--- config.mk ---
export PLATFORM = sky130hd
export DESIGN_NAME = peri_apb_arb
export DESIGN_NICKNAME = d
export VERILOG_FILES = /design/src/rtl/peri_apb_arb.sv
export SDC_FILE = /design/constraint.sdc
export NUM_CORES = 1
export LEC_CHECK = 0
export BUFFER_PORTS_ARGS = -buffer_cell sky130_fd_sc_hd__buf_4
export CORE_AREA = 2 2 126 128
export CTS_CLUSTER_DIAMETER = 60
export DETAILED_ROUTE_END_ITERATION = 16
export DIE_AREA = 0 0 128 130
export GPL_ROUTABILITY_DRIVEN = 0
export PLACE_DENSITY_LB_ADDON = 0.1
export SYNTH_ARGS = -nofsm -noshare
export SYNTH_HDL_FRONTEND = slang
export SYNTH_SLANG_ARGS = --single-unit
--- constraint.sdc ---
create_clock -name clk -period 2.3 [get_ports clk]
set_clock_uncertainty 0.1 [all_clocks]
set_input_delay 0.115 -clock clk [delete_from_list [all_inputs] [get_ports clk]]
set_output_delay 0.115 -clock clk [all_outputs]
set_load 0.02 [all_outputs]
--- src/rtl/peri_apb_arb.sv ---
// Two-master, one-slave APB arbiter for the peripheral register port.
// Round-robin grant, latched transfer fields, optional hung-slave timeout.
module peri_apb_arb #(
    parameter int ADDR_WIDTH = 32,
    parameter int DATA_WIDTH = 32,
    parameter int TIMEOUT    = 256,
    parameter int TO_WIDTH   = 9
) (
    input  logic                    clk,
    input  logic                    rstn,
    input  logic                    m0_psel,
    input  logic                    m0_penable,
    input  logic [ADDR_WIDTH-1:0]   m0_paddr,
    input  logic                    m0_pwrite,
    input  logic [DATA_WIDTH-1:0]   m0_pwdata,
    input  logic [DATA_WIDTH/8-1:0] m0_pstrb,
    input  logic [2:0]              m0_pprot,
    output logic [DATA_WIDTH-1:0]   m0_prdata,
    output logic                    m0_pready,
    output logic                    m0_pslverr,
    input  logic                    m1_psel,
    input  logic                    m1_penable,
    input  logic [ADDR_WIDTH-1:0]   m1_paddr,
    input  logic                    m1_pwrite,
    input  logic [DATA_WIDTH-1:0]   m1_pwdata,
    input  logic [DATA_WIDTH/8-1:0] m1_pstrb,
    input  logic [2:0]              m1_pprot,
    output logic [DATA_WIDTH-1:0]   m1_prdata,
    output logic                    m1_pready,
    output logic                    m1_pslverr,
    output logic                    s_psel,
    output logic                    s_penable,
    output logic                    s_pwrite,
    output logic [ADDR_WIDTH-1:0]   s_paddr,
    output logic [DATA_WIDTH-1:0]   s_pwdata,
    output logic [DATA_WIDTH/8-1:0] s_pstrb,
    output logic [2:0]              s_pprot,
    input  logic [DATA_WIDTH-1:0]   s_prdata,
    input  logic                    s_pready,
    input  logic                    s_pslverr
);

    // state  | meaning
    // IDLE   | arbitrate between m0/m1 requests, slave port idle
    // SETUP  | slave APB setup phase from latched fields
    // ACCESS | slave APB access phase, waiting on s_pready or timeout

    localparam int                STRB_WIDTH = DATA_WIDTH / 8;
    localparam bit                TO_EN      = (TIMEOUT != 0);
    localparam logic [TO_WIDTH-1:0] TO_LOAD  = TO_WIDTH'((TIMEOUT > 0) ? TIMEOUT - 1 : 0);

    typedef enum logic [1:0] {
        IDLE   = 2'd0,
        SETUP  = 2'd1,
        ACCESS = 2'd2
    } state_t;

    state_t                  state_q, state_d;
    logic                    grant_q;
    logic                    rr_q;
    logic [ADDR_WIDTH-1:0]   addr_q;
    logic [DATA_WIDTH-1:0]   wdata_q;
    logic [STRB_WIDTH-1:0]   strb_q;
    logic [2:0]              prot_q;
    logic                    write_q;
    logic [TO_WIDTH-1:0]     cnt_q;

    logic                    any_req;
    logic                    win;
    logic                    done;
    logic                    abort;
    logic                    finish;
    logic                    resp_err;
    logic [DATA_WIDTH-1:0]   rdata;

    // penable is not part of the request qualification
    logic unused_penable;
    assign unused_penable = m0_penable ^ m1_penable;

    always_comb begin
        any_req    = m0_psel | m1_psel;
        win        = (m0_psel && m1_psel) ? rr_q : m1_psel;
        done       = (state_q == ACCESS) && s_pready;
        abort      = TO_EN && (state_q == ACCESS) && !s_pready && (cnt_q == '0);
        finish     = done || abort;
        resp_err   = abort || s_pslverr;
        state_d    = state_q;

        case (state_q)
            IDLE:    if (any_req) state_d = SETUP;
            SETUP:   state_d = ACCESS;
            ACCESS:  if (finish) state_d = IDLE;
            default: state_d = IDLE;
        endcase

        s_psel     = (state_q != IDLE);
        s_penable  = (state_q == ACCESS);
        m0_pready  = finish && !grant_q;
        m1_pready  = finish && grant_q;
        m0_pslverr = m0_pready && resp_err;
        m1_pslverr = m1_pready && resp_err;
        // read data is only meaningful in ACCESS; holding it at 0 elsewhere
        // keeps every output at 0 while reset is asserted
        rdata      = ((state_q == ACCESS) && !abort) ? s_prdata : '0;
        m0_prdata  = rdata;
        m1_prdata  = rdata;
    end

    assign s_paddr  = addr_q;
    assign s_pwdata = wdata_q;
    assign s_pstrb  = strb_q;
    assign s_pprot  = prot_q;
    assign s_pwrite = write_q;

    always_ff @(posedge clk or negedge rstn) begin
        if (!rstn) begin
            state_q <= IDLE;
            grant_q <= 1'b0;
            rr_q    <= 1'b0;
            addr_q  <= '0;
            wdata_q <= '0;
            strb_q  <= '0;
            prot_q  <= '0;
            write_q <= 1'b0;
            cnt_q   <= '0;
        end else begin
            state_q <= state_d;
            case (state_q)
                IDLE: begin
                    if (any_req) begin
                        grant_q <= win;
                        addr_q  <= win ? m1_paddr  : m0_paddr;
                        wdata_q <= win ? m1_pwdata : m0_pwdata;
                        strb_q  <= win ? m1_pstrb  : m0_pstrb;
                        prot_q  <= win ? m1_pprot  : m0_pprot;
                        write_q <= win ? m1_pwrite : m0_pwrite;
                    end
                end
                SETUP: cnt_q <= TO_LOAD;
                ACCESS: begin
                    if (finish) begin
                        rr_q  <= ~grant_q;
                        cnt_q <= '0;
                    end else if (cnt_q != '0) begin
                        cnt_q <= cnt_q - TO_WIDTH'(1);
                    end
                end
                default: cnt_q <= '0;
            endcase
        end
    end

endmodule

==> results of run 1 <==
## worst min path at each step
stage,slack (ps),endpoint,cells past startpoint,start
3_5_place_dp,30,grant_q$_DFFE_PN0P_,1,rstn
4_1_cts,0.8,s_paddr[18]$_DFFE_PN0P_,3,m0_paddr[18]
3_3_place_gp,30,grant_q$_DFFE_PN0P_,1,rstn
2_1_floorplan,-280,cnt_q[0]$_DFFE_PN0P_,0,rstn
6_report,6,s_pwdata[30]$_DFFE_PN0P_,3,m1_pwdata[30]
5_1_grt,20,s_pwdata[30]$_DFFE_PN0P_,3,m1_pwdata[30]
## stage by stage
stage               utilization (%)  setup TNS, ps  setup slack, ps  cells
floorplan                         -              0            294.2    472
global placement              45.22              0            384.1    934
detailed placement            45.22              0            339.5    934
CTS                           55.13              0            31.83   1072
global route                  55.24         -364.5           -84.74   1073
finish                        55.24              0            70.83   1073
## cells in the mapped netlist
library cell  count
a21bo_2           1
a21oi_1           3
a31oi_1           4
a31oi_2           1
and3_1           33
buf_2             4
buf_4            39
clkbuf_1         19
dfrtp_1          85
ha_1              5
inv_1            10
mux2_1            2
mux2i_1          72
nand2_1          80
nand2b_1          2
nand3_1           1
nand3b_1          1
nand4_1           2
nand4b_1          1
nor2_1           10
nor2b_1           1
nor3_4            1
nor3b_4           1
nor4_1            1
o211ai_1          6
o21a_1            2
o21ai_0          65
o21ai_1          15
o21ai_2           1
o311ai_1          2
o31a_1            1
or4_1             1
## layer usage
layer,wire [um],global-route usage (%),up-vias
met2,8629,36.17,217
met4,249,6.399,0
met1,5626,17.87,2273
met5,0,0,-
li1,-,-,2407
met3,1328,5.371,15
## cell families after synthesis
group | share of synthesized area, %
AO/OA/AOI/OAI | 12.24
adder cells (fa/ha/maj) | 1.372
buffers and inverters | 9.251
flip-flops | 46.66
multiplexers | 16.31
AND/OR/NAND/NOR | 14.16
## cell type report
class                   instances  area [um2]
fillers                      1375        6904
inverters                      10       37.54
clock inverters                 2       16.27
repair buffers                456        3791
well taps                     192       240.2
clock buffers                  13       280.3
flip-flops and latches         85        2127
multi-input cells             315        2028
## cells in the final DEF (no fill, tap or decap), types with 3 or more instances in the layout
| master | count |
|---|---|
| o21ai_0 | 65 |
| inv_1 | 10 |
| clkbuf_8 | 4 |
| and3_1 | 33 |
| dfrtp_1 | 85 |
| nand2_1 | 80 |
| clkbuf_16 | 9 |
| a31oi_1 | 4 |
| nor2_1 | 10 |
| o211ai_1 | 6 |
| o21ai_1 | 14 |
| buf_4 | 326 |
| ha_1 | 5 |
| mux2i_1 | 72 |
| dlygate4sd3_1 | 124 |
| a21oi_1 | 3 |
| buf_12 | 4 |
## worst max-delay path: cells and delay by family (launching register included)
family                     cells  cell delay [ps]
and+or+nand+nor                3              460
buffers and inverters          3              420
DFF                            1              410
AOI/OAI and AO/OA              1              210
adders and majority gates      1              180
## report_power, final
group / leakage [nW] / internal [mW] / total, mW / switching [mW]
registers: 1.05 / 2.20 / 2.61 / 0.409
logic: 3.34 / 2.32 / 5.24 / 2.92
clock network: 0.144 / 0.846 / 1.41 / 0.569
## state kept, by name, summed over array words and instances, names as in the netlist
name	flops
s_paddr	32
grant_q	1
s_pprot	3
s_pwdata	32
rr_q	1
state_q	2
s_pwrite	1
s_pstrb	4
cnt_q	9
## what timing repair did
action,4_1_cts,5_1_grt
hold buffers,123,1
endpoints found under the hold margin,99,1
setup endpoints to repair,0,74
gates resized for setup,0,2
==> results.md, run 1 <==
* Clock Path Buffers at 2
* Vias per cell at 4.578
* Height of the die at 130 um
* Die Area at 16,640 um2
* Placed inst area at 6975 um2
* Synth-to-Final Area Change at 86.93%
* Worst-path clk slew at 60 ps
* Slowest cell delay on critical path at 410 ps
* Largest net degree at the start of global routing at 68
* Status: finished, final reports clean
* DRT Wirelength at 15.83 mm
* Tcrit/Tclk final at 96.92%
* Pwr dens at 1087 nW/um2
* CP required at 2090 ps
* Post-layout min period at 2229 ps
* RR Startpoint: rr_q$_DFFE_PN0P_
* Postcts setup bufs at 0
* FP Rows at 46
* GRT Total Usage at 18.21%
* Width of the die at 128 um
* Worst reg-to-reg setup slack at 210 ps
* FMAX at 448.6 MHz
* Max Cap Viol at 0
* Routed vias at 4,912
* Worst path slowest cell: dfrtp_1
* Post-Syn Area per Cell at 9.657 um2
* CP cell instances: inv_1 > ha_1 > nor3b_4 > nand4b_1 > buf_6 > a21bo_2 > nor2_1 > buf_4
* Total power draw at 9.266 mW
* Core box area at 15,420 um2
* Post-synthesis cell area at 4558 um2
* Port buffer count at 323
* Seq/Total Area, Yosys at 46.66%
* First-pass GRT wire length at 23.60 mm
* Pre-Repair DR Iteration Count at 5
* Synth Register Bits at 85
* Post-Syn Instances at 472
* Pins Over Slew Limit at 0
* Layout cells sized above 1 at 40.07%
* Worst Setup End Kind: primary output
* CTS sink cnt at 85
* Diodes inserted at 0
* Worst VDD drop at 0.4310 mV
* Io pins at 326
* Initial Util at 29.55%
* Drt wl/cell at 14.76 um
* Crit Path Class: register to primary output
* Congestion Overflow GR at 0
* Fin Hold WS at 5.965 ps
* Detail Route Antenna Nets at 0
* Min-Delay Path Class: input port to register
* CTS tree: done
* Share of the synthesized area in the top cell type at 46.66%
* Arr. time, crit path at 2010 ps
* Critical path fanouts, max at 33
* Worst rel slew slack at 50.71%
* Worst Reg-to-Reg Cells at 5
* Initial antenna violation count at 0
* Latest clock arrival within the worst-skew pair at 330 ps
* Post-route cell area at 8521 um2
* DRC viols at 0
* Setup repair after global routing missed its margin: true
* Top cell type by total area after synthesis: dfrtp_1
* CTS buffer count at 9
* Worst Setup SP: cnt_q[0]$_DFFE_PN0P_
* Top cells by area, synth: dfrtp_1 (47%), mux2i_1 (16%), o21ai_0 (7.1%)
* Synth cell types at 32
* NumNets Final at 1,066
* Vias in the first global route at 4,838
* Syn Nets at 661
* Reg2reg end: s_paddr[9]$_DFFE_PN0P_
* DR iter-0 viols at 149
* Yosys warnings at 0
* Worst Tran Pin Value at 736.6 ps
* H-tree depth at 3
* CTS Root Cell: clkbuf_16
* Setup violations, final at 0
* Final Hold Violating Endpoints at 0
* Static Leak at 4.537 nW
* Hpwl dp at 11.84 mm
* Critical path startpoint category: register
* CP endpoint: m0_pslverr
Note: power is estimated with default switching activity, not from simulation.
==> run 2: changes to the inputs <==
--- a/config.mk
+++ b/config.mk
@@ -5,11 +5,11 @@
 export SDC_FILE = /design/constraint.sdc
 export NUM_CORES = 1
 export LEC_CHECK = 0
-export BUFFER_PORTS_ARGS = -buffer_cell sky130_fd_sc_hd__buf_4
-export CORE_AREA = 2 2 126 128
+export BUFFER_PORTS_ARGS = -buffer_cell sky130_fd_sc_hd__buf_2
+export CORE_AREA = 2 2 125 127
 export CTS_CLUSTER_DIAMETER = 60
 export DETAILED_ROUTE_END_ITERATION = 16
-export DIE_AREA = 0 0 128 130
+export DIE_AREA = 0 0 127 129
 export GPL_ROUTABILITY_DRIVEN = 0
 export PLACE_DENSITY_LB_ADDON = 0.1
 export SYNTH_ARGS = -nofsm -noshare
==> constraint.sdc (replaced) <==
create_clock -name clk -period 1.98 [get_ports clk]
set_clock_uncertainty 0.1 [all_clocks]
set_input_delay 0.099 -clock clk [delete_from_list [all_inputs] [get_ports clk]]
set_output_delay 0.099 -clock clk [all_outputs]
set_load 0.02 [all_outputs]
==> run 2 against run 1 <==
Compared with the run above:
- the flow now finishes with violations (negative hold slack, negative setup slack)
- cell count is 3.3% higher
- largest power group unchanged
- final area is 0.68% lower
- wire length is 14% higher
- critical path type unchanged
- combinational power is 17% higher
==> results.md, run 2 (same netlist as run 1, synthesis figures left out) <==
* Critical path fanouts, max at 8
* First-pass GRT wire length at 25.45 mm
* Io pins at 326
* Worst reg-to-reg setup slack at 70 ps
* Min-Delay Path Class: input port to register
* Setup_tns at -8482 ps
* Fin Hold WS at -45.62 ps
* CP cell instances: inv_1 > ha_2 > nor3b_4 > nand4b_1 > buf_4 > clkbuf_16 > and3_4 > buf_6
* Worst rel slew slack at 72.13%
* Die Area at 16,380 um2
* CTS buffer count at 9
* Worst Tran Pin Value at 418.0 ps
* NumNets Final at 1,102
* Commonest non-fill, non-tap cells in the layout: buf_2 (280), dlygate4sd3_1 (129), dfrtp_1 (85)
* Status: complete, but fails checks
* DRT Wirelength at 18.03 mm
* Detail Route Antenna Nets at 0
* Worst Setup End Kind: primary output
* Post-route cell area at 8463 um2
* Vias per cell at 4.664
* Initial Util at 30.43%
* Routed vias at 5,168
* Initial antenna violation count at 4
* Port buffer count at 323
* DR iter-0 viols at 177
* Hpwl dp at 11.55 mm
* Storage element area at 2127 um2
* CTS sink cnt at 85
* CP required at 1780 ps
* Layout cells sized above 1 at 45.42%
* Commonest non-fill, non-tap cell in the layout: buf_2
* Failing checks: negative hold slack, negative setup slack
* Pins Over Slew Limit at 0
* Worst Reg-to-Reg Cells at 8
* Critical path buffer and inverter count at 4
* Critical path startpoint category: register
* Worst-path clk slew at 60 ps
* Pre-Repair DR Iteration Count at 4
* Slowest cell delay on critical path at 380 ps
* Tcrit/Tclk final at 109.8%
* Dpl cells at 934
* Total power draw at 10.71 mW
* CP endpoint: m1_prdata[25]
* Width of the die at 127 um
* Placed inst area at 6218 um2
* H-tree depth at 3
* Critical path depth in cells at 8
* FP Rows at 45
* RR Startpoint: cnt_q[1]$_DFFE_PN0P_
* Reg2reg end: state_q[1]$_DFFE_PN0P_
* Congestion Overflow GR at 0
* Static Leak at 4.518 nW
* Final Hold Violating Endpoints at 3
* Largest net degree at the start of global routing at 76
* DRC viols at 0
* Max Cap Viol at 0
* CTS tree: done
* Core box area at 14,980 um2
* Arr. time, crit path at 1980 ps
* Pwr dens at 1265 nW/um2
* Final worst slack at -194.6 ps
* Height of the die at 129 um
* Latest clock arrival within the worst-skew pair at 340 ps
* Drt wl/cell at 16.27 um
* Crit Path Class: register to primary output
* FMAX at 459.9 MHz
* Worst path top cell family by delay: buffers and inverters
* Worst path slowest cell: dfrtp_1
* Synth-to-Final Area Change at 85.67%
* Clock Path Buffers at 2
* Setup violations, final at 68
* GRT Total Usage at 19.92%
* Area taken by multi-input logic gates at 2177 um2
* Fillers at 1,295
* Setup repair after global routing missed its margin: true
* Non-Filler Instances at 1,108
* Worst Setup SP: cnt_q[1]$_DFFE_PN0P_
* Worst VDD drop at 0.7196 mV
* Vias in the first global route at 5,187
* CTS Root Cell: clkbuf_16
* Post-layout min period at 2175 ps
run 2: changes by cell type in the layout (fill, tap and decap cells not counted), sizes merged:
cell	delta
diode	+2
clkinvlp	+1
buf	+28
clkbuf	+3
dlygate4sd3	+5
run 2: worst min-delay path: stages:
cell	delay [ps]
buf_2	70
mux2i_1	50
o21ai_0	130
run 2: worst min path at each step:
| stage | from | endpoint | slack, ps | cells after the start |
|---|---|---|---|---|
| detailed placement | rstn | s_pstrb[1]$_DFFE_PN0P_ | -30 | 1 |
| global placement | rstn | s_pstrb[1]$_DFFE_PN0P_ | -30 | 1 |
| CTS | m1_pwdata[12] | s_pwdata[12]$_DFFE_PN0P_ | 0.3 | 3 |
| finish | m1_paddr[7] | s_paddr[7]$_DFFE_PN0P_ | -50 | 3 |
| floorplan | rstn | cnt_q[0]$_DFFE_PN0P_ | -300 | 0 |
| global route | m0_paddr[9] | s_paddr[9]$_DFFE_PN0P_ | 20 | 3 |
run 2: power by group:
group | total (mW) | internal [mW] | switching [mW] | leakage (nW)
Sequential | 2.99 | 2.55 | 0.441 | 1.05
Clock | 1.60 | 0.918 | 0.685 | 0.132
Combinational | 6.11 | 2.50 | 3.61 | 3.33
Total | 10.7 | 5.97 | 4.73 | 4.52
run 2: per-layer routing:
metal | up-vias | routed length [um] | GRT usage (%)
met5 | - | 21 | 0
met4 | 4 | 609 | 9.502
met3 | 54 | 1535 | 5.738
met2 | 251 | 9551 | 37.03
met1 | 2364 | 6308 | 20.68
li1 | 2495 | - | -
run 2: final cells by class:
cell class / instances / share of cell area (%)
Sequential cell: 85 / 25.13
Clock inverter: 3 / 0.2365
Inverter: 10 / 0.4435
Multi-Input combinational cell: 315 / 25.72
Clock buffer: 13 / 3.075
Tap cell: 188 / 2.779
Antenna cell: 2 / 0.05914
Timing Repair Buffer: 492 / 42.55
run 2: per-stage QoR:
stage | util [%] | setup WS, ps
after floorplan | - | -7.787
after global placement | 41.52 | 118.7
after detailed placement | 41.52 | 58.10
after CTS | 53.02 | -211.4
after global routing | 56.47 | -273.0
final | 56.51 | -194.6
run 2: repair_timing:
action,4_1_cts,5_1_grt
endpoints found under the hold margin,97,4
resized for setup,25,93
buffers inserted,4,20
gates cloned,1,3
hold buffers,132,4
setup endpoints to repair,68,80
pin swaps,2,11
